### src/rtl/display_scan_ctrl.sv
// Time-multiplexed scan controller for a 4-digit common-cathode display.
// Drives one shared BCD decoder, with frame-synchronous updates, blinking and leading-zero blanking.
module display_scan_ctrl #(
  parameter int SCAN_DIV     = 1000,
  parameter int GUARD        = 16,
  parameter int BLINK_FRAMES = 64
) (
  input  logic        clk,
  input  logic        reset,
  input  logic [15:0] digits_in,
  input  logic        load,
  input  logic [3:0]  blink_mask,
  input  logic        lz_suppress,
  output logic [3:0]  number,
  output logic [3:0]  digit_en,
  output logic        frame_start,
  output logic        load_ack
);

  localparam int TW = (SCAN_DIV > 1) ? $clog2(SCAN_DIV) : 1;
  localparam int BW = (BLINK_FRAMES > 1) ? $clog2(BLINK_FRAMES) : 1;

  logic [TW-1:0] tick_r;
  logic [1:0]    idx_r;
  logic [15:0]   staging_r;
  logic [15:0]   shadow_r;
  logic          pending_r;
  logic [BW-1:0] blink_cnt_r;
  logic          blink_on_r;

  logic          tick_wrap_s;
  logic          boundary_s;
  logic [3:0]    v_s;
  logic          dark_s;
  logic [3:0]    en_s;
  logic [3:0]    num_s;

  // Slot decode: current digit value, dark decision and next registered outputs
  always_comb begin
    tick_wrap_s = (tick_r == TW'(SCAN_DIV - 1));
    boundary_s  = tick_wrap_s && (idx_r == 2'd3);
    v_s         = shadow_r[{idx_r, 2'b00} +: 4];
    dark_s      = (v_s == 4'hA)
                | (blink_mask[idx_r] & ~blink_on_r)
                | (lz_suppress & (idx_r == 2'd3) & (v_s == 4'h0));
    en_s        = 4'b0000;
    num_s       = 4'hA;
    if (dark_s) begin
      num_s = 4'hA;
    end else begin
      num_s = v_s;
    end
    // The guard window keeps all cathodes off while the decoder settles on the new digit
    if ((tick_r >= TW'(GUARD)) && !dark_s) begin
      en_s = 4'b0001 << idx_r;
    end else begin
      en_s = 4'b0000;
    end
  end

  // Scan position counters: tick within the slot, idx across the four digits
  always_ff @(posedge clk) begin
    if (reset) begin
      tick_r <= '0;
      idx_r  <= 2'd0;
    end else if (tick_wrap_s) begin
      tick_r <= '0;
      idx_r  <= idx_r + 2'd1;
    end else begin
      tick_r <= tick_r + TW'(1);
    end
  end

  // Blink phase advances once per frame and flips after BLINK_FRAMES frames
  always_ff @(posedge clk) begin
    if (reset) begin
      blink_cnt_r <= '0;
      blink_on_r  <= 1'b1;
    end else if (boundary_s) begin
      if (blink_cnt_r == BW'(BLINK_FRAMES - 1)) begin
        blink_cnt_r <= '0;
        blink_on_r  <= ~blink_on_r;
      end else begin
        blink_cnt_r <= blink_cnt_r + BW'(1);
      end
    end
  end

  // Load handshake: staging collects loads, shadow only changes on the frame boundary
  always_ff @(posedge clk) begin
    if (reset) begin
      staging_r <= 16'hAAAA;
      shadow_r  <= 16'hAAAA;
      pending_r <= 1'b0;
    end else begin
      if (load) begin
        staging_r <= digits_in;
      end
      if (boundary_s) begin
        pending_r <= 1'b0;
        if (load) begin
          shadow_r <= digits_in;
        end else if (pending_r) begin
          shadow_r <= staging_r;
        end
      end else begin
        pending_r <= pending_r | load;
      end
    end
  end

  // Registered outputs towards the decoder and digit drivers
  always_ff @(posedge clk) begin
    if (reset) begin
      number      <= 4'hA;
      digit_en    <= 4'b0000;
      frame_start <= 1'b0;
      load_ack    <= 1'b0;
    end else begin
      number      <= num_s;
      digit_en    <= en_s;
      frame_start <= boundary_s;
      load_ack    <= boundary_s & (pending_r | load);
    end
  end

endmodule

### config.mk
export PLATFORM = sky130hd
export DESIGN_NAME = display_scan_ctrl
export DESIGN_NICKNAME = d
export VERILOG_FILES = /design/src/rtl/display_scan_ctrl.sv
export SDC_FILE = /design/constraint.sdc
export NUM_CORES = 1
export LEC_CHECK = 0
export BUFFER_PORTS_ARGS = -buffer_cell sky130_fd_sc_hd__clkbuf_2
export CORE_MARGIN = 8
export CORE_UTILIZATION = 30
export CTS_CLUSTER_SIZE = 28
export DETAILED_ROUTE_END_ITERATION = 10
export RECOVER_POWER = 25
export SLEW_MARGIN = 30
export SYNTH_ARGS = -nofsm -noshare
export SYNTH_HDL_FRONTEND = slang
export SYNTH_SLANG_ARGS = --single-unit
### constraint.sdc
create_clock -name clk -period 2.4 [get_ports clk]
set_clock_uncertainty 0.05 [all_clocks]
set_input_delay 0.12 -clock clk [delete_from_list [all_inputs] [get_ports clk]]
set_output_delay 0.12 -clock clk [all_outputs]
set_load 0.02 [all_outputs]
==> flow_summary.toml <==
[outcome]
status = "finished with violations"
violations = "max-capacitance violations, max-slew violations"

[sta]
slew_viol_final = 39
slew_headroom_pct = -8.79
finalHoldViolCount = 0
max_freq_mhz = 470
period_share_pct = 88.6
tightestPinTransition_ps = 1630
tns_ps = 0
finalSetupViolCount = 0
setup_ws_ps = 273
fin_crit_ps = 2130
holdWs_ps = 16.8
rsz0062_at_grt = "no"

[setup_path]
crit_type = "register to register"
critPathMaxFanout = 8
crit_family = "flip-flops"
slowest_stage = "dfxtp_1"
arrival_ps = 2310
max_stage_delay_ps = 550
crit_path_end_kind = "register"
crit_required_ps = 2580
worstRegToRegCells = 5
path_cells = "buf_4 -> mux4_2 -> a21oi_2 -> o41ai_4 -> or2_1"
ff2ff_setup_slack_ps = 270
critPathLaunchType = "register"
path_depth = 5
path_buf_inv = 1

[routing]
drt_pass1_iterations = 4
drtIter0Drc = 84
wl_per_cell_um = 13.2
wl_mm = 5.39
drc = 0
routed-via-count = 1868
drt.antenna.violating_nets = 0
avgViaCountPerCell = 4.57

[clocking]
cts_max_path_buffers = 2
cts_sinks = 62
post_cts_buffers = 0
htreeDepth = 3
cts_tree = "done"
post_cts_resize_count = 0
clk_pin_slew_ps = 70
cts_inserted_buffers = 9
cts_root_buf = "clkbuf_8"
clk_latency_ps = 340

[placement]
io_buffers = 33
place_ws_ps = 297
finalWeightedCongestion = 0.746
dp_hpwl_mm = 3.88
place_inst = 383

[synth]
yosysTopAreaCell = "dfxtp_1"
ys_types = 43
syn-num-nets = 278
async_flop_share_pct = 0
synthCells = 250
synth_top_area_share_pct = 47.4
synth_common_cells = "dfxtp_1, nor2_1, nor2b_1, mux2i_1, xnor2_1"
synth_seq_cells = 62
synth_edf_count = 0
ys_top_cells_by_area = "dfxtp_1, mux2i_1, nor2_1, nor2b_1, mux2_2"
synth_warnings = 0
synth_area_per_cell_sq_um = 10.5
seq_area_frac_synth_pct = 47.4
synth_most_common_cell = "dfxtp_1"
syn-cell-area_sq_um = 2620
synth_flop_cell = "dfxtp_1"

[die]
coreArea_sq_um = 8590
die_y_um = 109
start_util_pct = 30.5
rows = 34
dieArea_sq_um = 12000
num_io_pins = 34
die_w_um = 109

[finish]
drive_above_1_share_pct = 25.6
n_antenna_cell = 0
final_cells = 409
nets = 324
syn_to_final_growth_pct = 20.8

[global_routing]
grt_pass1_vias = 1961
grt_antenna_before_repair = 0
grtUsageTotal_pct = 9.87
grt_max_degree = 39
gr-total-overflow = 0
grt_pass1_wl_mm = 9.13

[hold_path]
hold_class = "input port to register"
worstHoldPathCells = 3

[pwr]
p_leak_nw = 1.26
power.total_w = 0.00202
ir_drop_mv = 0.231
p_per_area_nw_per_um2 = 638

[run]
drv_cap = 1
-- final cells by class --
class	count	area, sq um
multi-input combinational	166	1260
clock inverter	4	20.0
timing repair buffer	49	307
fill	870	5430
sequential	62	1240
inverter	8	30.0
clock buffer	12	165
tap	108	135
-- metal layers --
metal  vias up  track usage (%)  wire [um]
met5         -                0          0
met4         0             4.82        125
met3        12             3.69        270
met2        29             16.5       2620
met1       850             10.9       2370
li1        977                -          -
-- worst reg2reg max path, stage by stage, from the launching register on --
cell     delay [ps]
dfxtp_1         550
buf_4           230
mux4_2          510
a21oi_2         250
o41ai_4         180
or2_1           250
-- timing repair --
action | in CTS | in global routing
hold buffers | 10 | 0
endpoints found under the setup margin | 0 | 0
endpoints found under the hold margin | 10 | 0
-- path summary, 6_finish.rpt --
kind / end / from
worst min register to register: tick_r[0] / tick_r[0]
worst min-delay path: staging_r[0] / digits_in[0]
worst max register to register: number[3] / idx_r[0]
worst max-delay path: number[3] / idx_r[0]
-- sequential cells by signal, summed over array words and instances (netlist names) --
name,count
shadow_r,16
staging_r,16
tick_r,10
blink_cnt_r,6
digit_en,4
number,4
idx_r,2
blink_on_r,1
frame_start,1
load_ack,1
pending_r,1
-- cells by family after synthesis --
logic type	after synthesis	synth area share, %
AO/OA/AOI/OAI	33	10.5
XOR/XNOR	11	3.68
adder cells (fa/ha/maj)	4	1.91
buffers and inverters	22	4.25
flip-flops	62	47.4
multiplexers	26	13.0
AND/OR/NAND/NOR	92	19.3
-- placed cells by master, fill, tap and decap left out, drive strengths merged, types with 3 or more instances in the layout --
cell | netlist | final
inv | 8 | 8
dlygate4sd3 | 0 | 10
nand4 | 6 | 6
mux2i | 13 | 13
o22ai | 8 | 8
a211o | 8 | 8
or2 | 3 | 3
clkinv | 0 | 4
nor4 | 5 | 5
nand3 | 6 | 6
nor2 | 30 | 30
buf | 5 | 6
a21oi | 5 | 5
mux4 | 5 | 5
mux2 | 8 | 8
xnor2 | 10 | 10
nor2b | 16 | 16
nor3 | 8 | 8
dfxtp | 62 | 62
nand2 | 6 | 6
a21bo | 8 | 8
clkbuf | 8 | 45
ha | 4 | 4
-- where the power goes --
group	total, W	internal, W	switching, W
clock	0.000844	0.000452	0.000392
combinational	0.000113	0.0000560	0.0000568
sequential	0.00106	0.00105	0.00000869
-- metrics by stage --
stage,util (%),instance area (sq um)
floorplan,-,2620
global placement,33.5,2880
detailed placement,33.5,2880
CTS,36.9,3170
global route,36.8,3160
finish,36.8,3160
(Power assumes the default switching activity.)
